## src/rtl/rob_alloc_ctrl_pkg.sv

```systemverilog
// ============================================================================
// Module   : rob_alloc_ctrl_pkg
// Purpose  : Shared ROB allocation types, sizes and state encodings.
// Revision : 1.0 - initial release
// ============================================================================
`default_nettype none

package rob_alloc_ctrl_pkg;

    localparam int ROB_SIZE_DEF     = 64;
    localparam int ROB_SIZE_LOG_DEF = 6;

    localparam logic [1:0] ROB_STATE_IDLE = 2'b00;
    localparam logic [1:0] ROB_STATE_WALK = 2'b01;

    typedef enum logic [1:0] {
        ST_IDLE = ROB_STATE_IDLE,
        ST_WALK = ROB_STATE_WALK
    } rob_state_e;

    typedef struct packed {
        logic                        flag;
        logic [ROB_SIZE_LOG_DEF-1:0] idx;
    } robptr_t;

endpackage

`default_nettype wire

```

## src/rtl/rob_alloc_ctrl_robptr_add.sv

```systemverilog
// ============================================================================
// Module   : robptr_add
// Purpose  : Combinational {flag,idx} pointer add/sub modulo 2*ROB_SIZE.
// Revision : 1.0 - initial release
// ============================================================================
`default_nettype none

module robptr_add #(
    parameter int W = 7
) (
    input  logic [W-1:0] i_a,
    input  logic [W-1:0] i_b,
    input  logic         i_sub,
    output logic [W-1:0] o_y
);

    // The flag is the MSB, so plain modular arithmetic toggles it on wrap.
    always_comb begin
        o_y = i_sub ? (i_a - i_b) : (i_a + i_b);
    end

endmodule

`default_nettype wire

```

## src/rtl/rob_alloc_ctrl.sv

```systemverilog
// ============================================================================
// Module   : rob_alloc_ctrl
// Purpose  : Dual-wide ROB allocator with flush rollback and squash walk.
// Revision : 1.0 - initial release
// ============================================================================
`default_nettype none

module rob_alloc_ctrl
    import rob_alloc_ctrl_pkg::*;
#(
    parameter int ROB_SIZE     = ROB_SIZE_DEF,
    parameter int ROB_SIZE_LOG = ROB_SIZE_LOG_DEF
) (
    input  logic                    clock,
    input  logic                    reset_n,
    input  logic                    disp0_valid,
    input  logic                    disp1_valid,
    input  logic                    issue_ready,
    output logic                    disp0_ready,
    output logic                    disp1_ready,
    output logic                    disp0_robidx_flag,
    output logic [ROB_SIZE_LOG-1:0] disp0_robidx,
    output logic                    disp1_robidx_flag,
    output logic [ROB_SIZE_LOG-1:0] disp1_robidx,
    input  logic                    commit0_valid,
    input  logic                    commit1_valid,
    input  logic                    flush_valid,
    input  logic                    flush_robidx_flag,
    input  logic [ROB_SIZE_LOG-1:0] flush_robidx,
    output logic [ROB_SIZE_LOG:0]   counter,
    output logic                    enq_robidx_flag,
    output logic [ROB_SIZE_LOG-1:0] enq_robidx,
    output logic                    deq_robidx_flag,
    output logic [ROB_SIZE_LOG-1:0] deq_robidx,
    output logic [1:0]              rob_state,
    output logic                    walk0_valid,
    output logic [ROB_SIZE_LOG-1:0] walk0_robidx,
    output logic                    walk1_valid,
    output logic [ROB_SIZE_LOG-1:0] walk1_robidx
);

    localparam int            PW     = ROB_SIZE_LOG + 1;
    localparam logic [PW:0]   C_FULL = (PW+1)'(ROB_SIZE);
    localparam logic [PW-1:0] C_ONE  = PW'(1);
    localparam logic [PW-1:0] C_TWO  = PW'(2);

    rob_state_e    state_q, state_d;
    logic [PW-1:0] enq_q, enq_d;
    logic [PW-1:0] deq_q, deq_d;
    logic [PW-1:0] walk_q, walk_d;
    logic [PW-1:0] cnt_q, cnt_d;

    logic          w_base, w_fire0, w_fire1, w_in_walk, w_walk0, w_walk1;
    logic [PW:0]   w_cnt_ext;
    logic [PW-1:0] w_fire_cnt, w_commit_cnt, w_walk_cnt, w_flush_ptr;
    logic [PW-1:0] w_enq_p1, w_enq_adv, w_deq_nx, w_flush_p1, w_flush_cnt;
    logic [PW-1:0] w_walk_m1, w_walk_m2, w_walk_nx;

    assign w_cnt_ext    = {1'b0, cnt_q};
    assign w_base       = (state_q == ST_IDLE) & ~flush_valid & issue_ready;
    assign disp0_ready  = w_base & (w_cnt_ext < C_FULL);
    assign disp1_ready  = w_base & disp0_valid & ((w_cnt_ext + (PW+1)'(2)) <= C_FULL);
    assign w_fire0      = disp0_valid & disp0_ready;
    assign w_fire1      = disp1_valid & disp1_ready;
    assign w_fire_cnt   = PW'(w_fire0) + PW'(w_fire1);
    assign w_commit_cnt = PW'(commit0_valid) + PW'(commit1_valid);
    assign w_flush_ptr  = {flush_robidx_flag, flush_robidx};

    assign w_in_walk  = (state_q == ST_WALK);
    assign w_walk0    = w_in_walk & (walk_q != enq_q);
    assign w_walk1    = w_walk0 & (w_walk_m1 != enq_q);
    assign w_walk_cnt = PW'(w_walk0) + PW'(w_walk1);

    robptr_add #(.W(PW)) u_enq_p1 (
        .i_a(enq_q), .i_b(C_ONE), .i_sub(1'b0), .o_y(w_enq_p1)
    );
    robptr_add #(.W(PW)) u_enq_adv (
        .i_a(enq_q), .i_b(w_fire_cnt), .i_sub(1'b0), .o_y(w_enq_adv)
    );
    robptr_add #(.W(PW)) u_deq_adv (
        .i_a(deq_q), .i_b(w_commit_cnt), .i_sub(1'b0), .o_y(w_deq_nx)
    );
    robptr_add #(.W(PW)) u_flush_p1 (
        .i_a(w_flush_ptr), .i_b(C_ONE), .i_sub(1'b0), .o_y(w_flush_p1)
    );
    // Occupancy after a flush is the distance from the post-commit head to the new tail.
    robptr_add #(.W(PW)) u_flush_dist (
        .i_a(w_flush_p1), .i_b(w_deq_nx), .i_sub(1'b1), .o_y(w_flush_cnt)
    );
    robptr_add #(.W(PW)) u_walk_m1 (
        .i_a(walk_q), .i_b(C_ONE), .i_sub(1'b1), .o_y(w_walk_m1)
    );
    robptr_add #(.W(PW)) u_walk_m2 (
        .i_a(walk_q), .i_b(C_TWO), .i_sub(1'b1), .o_y(w_walk_m2)
    );
    robptr_add #(.W(PW)) u_walk_adv (
        .i_a(walk_q), .i_b(w_walk_cnt), .i_sub(1'b1), .o_y(w_walk_nx)
    );

    always_comb begin
        state_d = state_q;
        enq_d   = enq_q;
        deq_d   = w_deq_nx;
        walk_d  = walk_q;
        cnt_d   = cnt_q + w_fire_cnt - w_commit_cnt;
        if (flush_valid) begin
            enq_d = w_flush_p1;
            cnt_d = w_flush_cnt;
            // A second flush mid-walk only pulls the stop point back; walk_ptr holds.
            if ((state_q == ST_IDLE) && (enq_q != w_flush_p1)) begin
                walk_d  = enq_q;
                state_d = ST_WALK;
            end
        end else if (state_q == ST_WALK) begin
            walk_d = w_walk_nx;
            if (w_walk_nx == enq_q) begin
                state_d = ST_IDLE;
            end
        end else begin
            enq_d = w_enq_adv;
        end
    end

    always_ff @(posedge clock or negedge reset_n) begin
        if (!reset_n) begin
            state_q <= ST_IDLE;
            enq_q   <= '0;
            deq_q   <= '0;
            walk_q  <= '0;
            cnt_q   <= '0;
        end else begin
            state_q <= state_d;
            enq_q   <= enq_d;
            deq_q   <= deq_d;
            walk_q  <= walk_d;
            cnt_q   <= cnt_d;
        end
    end

    assign disp0_robidx_flag = enq_q[PW-1];
    assign disp0_robidx      = enq_q[PW-2:0];
    assign disp1_robidx_flag = w_enq_p1[PW-1];
    assign disp1_robidx      = w_enq_p1[PW-2:0];
    assign counter           = cnt_q;
    assign enq_robidx_flag   = enq_q[PW-1];
    assign enq_robidx        = enq_q[PW-2:0];
    assign deq_robidx_flag   = deq_q[PW-1];
    assign deq_robidx        = deq_q[PW-2:0];
    assign rob_state         = state_q;
    assign walk0_valid       = w_walk0;
    assign walk1_valid       = w_walk1;
    assign walk0_robidx      = w_in_walk ? w_walk_m1[PW-2:0] : '0;
    assign walk1_robidx      = w_in_walk ? w_walk_m2[PW-2:0] : '0;

    a_commit0_empty: assert property (@(posedge clock) disable iff (!reset_n)
        !(commit0_valid && (cnt_q == '0)));
    a_commit1_alone: assert property (@(posedge clock) disable iff (!reset_n)
        !(commit1_valid && !commit0_valid));
    a_commit1_low: assert property (@(posedge clock) disable iff (!reset_n)
        !(commit1_valid && (cnt_q < C_TWO)));
    a_cnt_range: assert property (@(posedge clock) disable iff (!reset_n)
        w_cnt_ext <= C_FULL);
    // In-flight entries span [deq, enq), and that span is exactly cnt_q long.
    a_flush_range: assert property (@(posedge clock) disable iff (!reset_n)
        flush_valid |-> (PW'(w_flush_ptr - deq_q) < cnt_q));

endmodule

`default_nettype wire

```

## config.mk

```make
export PLATFORM = sky130hd
export DESIGN_NAME = rob_alloc_ctrl
export DESIGN_NICKNAME = d
export VERILOG_FILES = /design/src/rtl/rob_alloc_ctrl_pkg.sv /design/src/rtl/rob_alloc_ctrl_robptr_add.sv /design/src/rtl/rob_alloc_ctrl.sv
export SDC_FILE = /design/constraint.sdc
export NUM_CORES = 1
export LEC_CHECK = 0
export ABC_AREA = 1
export CELL_PAD_IN_SITES_DETAIL_PLACEMENT = 2
export CELL_PAD_IN_SITES_GLOBAL_PLACEMENT = 2
export CORE_MARGIN = 5
export CORE_UTILIZATION = 34
export DETAILED_ROUTE_END_ITERATION = 6
export GPL_ROUTABILITY_DRIVEN = 0
export MAX_ROUTING_LAYER = met4
export PLACE_DENSITY_LB_ADDON = 0.1
export REMOVE_ABC_BUFFERS = 1
export SLEW_MARGIN = 0
export SYNTH_ARGS = -nofsm -noshare
export SYNTH_HDL_FRONTEND = slang
export SYNTH_HIERARCHICAL = 1
export SYNTH_SLANG_ARGS = --single-unit
```

## constraint.sdc

```tcl
create_clock -name clock -period 7.7 [get_ports clock]
set_input_delay 2.31 -clock clock [delete_from_list [all_inputs] [get_ports clock]]
set_output_delay 2.31 -clock clock [all_outputs]
set_load 0.02 [all_outputs]
```

==> Word-level counts from Yosys, hierarchy flattened <==
Cells that the tools add are included.
{ "word_totals": {"input_bits": 15, "latchBits": 0, "mem_bits_rw": 0, "mem_count": 0, "romBits": 0, "reg_bits": 30, "word_cells": 56} }
{ "op_classes": {"order_cmp": 2, "reduce_logical": 6, "addsub": 14, "shifts": 0, "n_eq_ne": 7, "bitwise_logic": 10, "n_mux": 12, "n_mul": 0, "n_div": 0} }
{ "op_table": {"columns": ["cell", "n"], "rows": [
  ["2-to-1 mux 7 bit", 6],
  ["adder 7 x 2 -> 7 bit", 3],
  ["inequality test 7 bit", 3],
  ["adder 7 x 1 -> 7 bit (second input constant)", 2],
  ["subtractor 7 x 2 -> 7 bit", 2],
  ["2-to-1 mux 6 bit", 2],
  ["bitwise AND 1 bit", 9],
  ["adder 7 x 2 -> 8 bit (second input constant)", 1],
  ["<= comparator 8 x 7 -> 1 bit (second input constant)", 1],
  ["2-to-1 mux 2 bit", 4],
  ["equality test 7 bit", 1],
  ["less-than comparator 7 bit (second input constant)", 1],
  ["subtractor 7 x 1 -> 7 bit (second input constant)", 1],
  ["subtractor 7 bit", 1],
  ["adder 1 x 1 -> 2 bit", 3],
  ["subtractor 6 x 2 -> 6 bit (second input constant)", 1],
  ["nonzero test 2 bit", 2],
  ["AND reduction 3 bit", 1],
  ["equality test 2 x 1 -> 1 bit (second input constant)", 1],
  ["logical NOT 2 bit", 1],
  ["inequality test 2 x 1 -> 1 bit (second input constant)", 1],
  ["inequality test 2 bit (second input constant)", 1],
  ["AND reduction 2 bit", 1],
  ["logical AND 1 bit", 1],
  ["NOT 1 bit", 1]
]} }

==> Depth between registers and ports, before layout <==
{ "logic_depth": {"word_depth": 10, "depth_mapped": 38, "mapped_depth_nobuf": 38} }

==> By module <==
The synthesis kept the hierarchy.
{ "modules_own_cells": {"columns": ["module", "cells_each", "area_each_um2", "instances", "seq_area_each_um2"], "rows": [
  ["robptr_add", 80, 451.7, 8, 0.0],
  ["rob_alloc_ctrl", 310, 2293.4, 1, 725.7]
]} }

==> Least setup slack after synthesis <==
No wires, ideal clock.
{ "synth_path": {"path_type": "input -> output", "startpoint": "in flush_valid", "endpoint": "out disp1_ready", "cell_stages": 5, "arrival_ns": 2.841, "required_time_ns": 5.390, "slack_ns": 2.549, "path_cell_list": "nor2_4 > nand3_1 > inv_1 > nand3_1 > inv_1"} }
{ "synth_between": {"elab_chain_len": 5} }
{ "synth_lines": {"columns": ["item", "line", "rtl"], "rows": [
  ["start: declaration", "rob_alloc_ctrl.sv:27", "input logic flush_valid,"],
  ["NOT 1 bit", "rob_alloc_ctrl.sv:60", "assign w_base = (state_q == ST_IDLE) & ~flush_valid & issue_ready;"],
  ["bitwise AND 1 bit (2 in a row)", "rob_alloc_ctrl.sv:60", null],
  ["bitwise AND 1 bit (2 in a row)", "rob_alloc_ctrl.sv:62", "assign disp1_ready = w_base & disp0_valid & ((w_cnt_ext + (PW+1)'(2)) <= C_FULL);"],
  ["end: declaration", "rob_alloc_ctrl.sv:20", "output logic disp1_ready,"]
]} }
No other way between the ends.

==> Worst setup path in the final report <==
Same ends and word-level chain as after synthesis.

==> impl_metrics.toml <==
[run_status]
status = "complete, no violations"

[setup_path]
timing.rr.start = "walk_q[0]"
cp_slowest_cell = "clkdlybuf4s50_1"
slowest_delay_ns = 0.61
crit_chain = "clkdlybuf4s50_1 -> nor2_4 -> nand3_1 -> inv_1 -> nand3_1 -> inv_1 -> clkdlybuf4s50_1"
crit_end = "disp1_ready"
critPathMaxFanout = 9
end_kind = "output pin"
required_ns = 5.39
r2r_slack_ns = 3.34
r2r_cells = 26
critPathLaunch = "flush_valid"
critical_path_class = "in2out"
arrival_ns = 4.11
startpoint_type = "input port"
r2r_end = "rob_state[0]"

[placement]
place_hpwl_mm = 17.8
place_inst = 1342
place_area_um2 = 7130
portBuffers = 66

[timing]
fin_crit_ns = 6.42
max_freq_ghz = 0.156
drv_slew = 0
period_share_pct = 83.3
rsz0062_at_grt = "false"
tns_ns = 0
setup_violations = 0
tightest_slew_ns = 0.877
finClkSkew_ns = 0.00409
hold_violations = 0
relSlewSlack_pct = 41.5

[clock_network]
cts_sinks = 29
postCtsHoldBufs = 0
htreeDepth = 2
post_cts_buffers = 0
cts_tree = "built"
clock_latency_ns = 0.29
cts_made_buffers = 5
cts_max_path_buffers = 2
post_cts_resized = 0
cts_root_buf = "clkbuf_16"
clk_pin_slew_ns = 0.06

[logic_synthesis]
postSynthCellCount = 923
avgSynthCellArea_um2 = 6.27
ys_warn_count = 6
syn-cell-area_um2 = 5790

[layout]
drive_gt1_share_pct = 5.84
final_nets = 1223
instances_no_fill = 1350
antennaDiodeCount = 0
design_area_um2 = 7300
area_growth_pct = 26.1
utilization_pct = 43.9

[routing]
first_pass_iters = 4
wire_per_inst_um = 16.4
ant_nets = 0
vias = 6589
drt-vias-per-instance = 4.88
drc_errors = 0
wl_mm = 22.2
drtIter0Drc = 149

[global_route]
antenna_found_initial = 0
grt_overflow = 0
grt_pass1_vias = 7316
grt_pass1_wl_mm = 36.6
grt_max_degree = 30
grt.total_usage_pct = 23.4

[floorplanning]
die_w_um = 140
rows = 47
io_pins = 68
die_h_um = 140
core-area_um2 = 16600
die_area_um2 = 19700
start_util_pct = 34.8

[flow_run]
maxCapViolCount = 0

[power_and_ir_drop]
peakVddDrop_mv = 0.241
p_leak_nw = 4.10
pwr_density_cell_nw_per_um2 = 477

[min_path]
hold_class = "reg2reg"
[worst min path at each step]
stage	slack, ns	depth (start not counted)	from	end
after floorplan	0.55	2	walk_q[0]	walk_q[0]
after global placement	0.64	2	walk_q[0]	walk_q[0]
after detailed placement	0.66	2	walk_q[0]	walk_q[0]
after CTS	0.67	2	walk_q[0]	walk_q[0]
after global routing	0.69	2	walk_q[0]	walk_q[0]
final	0.66	2	walk_q[0]	walk_q[0]
[per-layer routing]
metal	share of wire [%]	routed length, um	GRT usage, %	vias to the layer above
li1	-	-	-	3179
met1	40	8810	24.5	3249
met2	55	12200	45.5	129
met3	3.6	799	2.69	32
met4	1.9	426	6.63	0
met5	0	0	-	-
[metrics by stage]
stage	total power, W	hold WS, ns	setup WS, ns
final	0.00348	0.661	1.28
after global routing	0.00379	0.694	1.18
after CTS	0.00348	0.669	1.27
after detailed placement	0.00314	0.662	1.34
after global placement	0.00296	0.639	1.44
after floorplan	0.00219	0.555	2.54
[cell type report]
cell class / instances / area [um^2]
clock buffer: 7 / 143
clock inverter: 1 / 30.0
fill: 2121 / 9340
inverter: 171 / 647
multi-input combinational: 854 / 4800
sequential: 29 / 726
tap: 220 / 275
timing repair buffer: 68 / 676
[power breakdown]
part / internal [W] / leakage (nW) / switching [W]
registers: 0.000228 / 0.347 / 0.000206
clock network: 0.000162 / 0.0841 / 0.0000814
logic: 0.00110 / 3.66 / 0.00170
total: 0.00149 / 4.10 / 0.00199
[worst max-delay path: cells and delay by family]
kind                   cells  cell delay (ns)
buffers and inverters      4             1.28
AND/OR/NAND/NOR            3             0.53
[placed cells by master (no fill, tap or decap)]
cell               n
a21oi_1           31
a22oi_1            5
a31oi_1           24
and3_1             1
buf_4              2
bufinv_16          1
clkbuf_1           1
clkbuf_16          5
clkbuf_8           1
clkdlybuf4s50_1   66
conb_1           154
dfrtp_1           29
fa_1              10
ha_1              69
inv_1            140
inv_2             29
inv_4              2
nand2_1          246
nand2_2           16
nand2_4            2
nand3_1           72
nand3b_1           9
nand4_1           25
nor2_1            74
nor2_2             2
nor2_4             3
nor3_1            10
o211ai_1           1
o21ai_0           15
o21ai_1            6
or2_2              2
xnor2_1           36
xnor2_2            1
xor2_1            40
[flip-flops by register name, indices dropped and copies added, names as in the netlist]
register and cells:
counter 7, enq_q 7, deq_q 7, walk_q 7
rob_state 1
(Power assumes the default switching activity.)
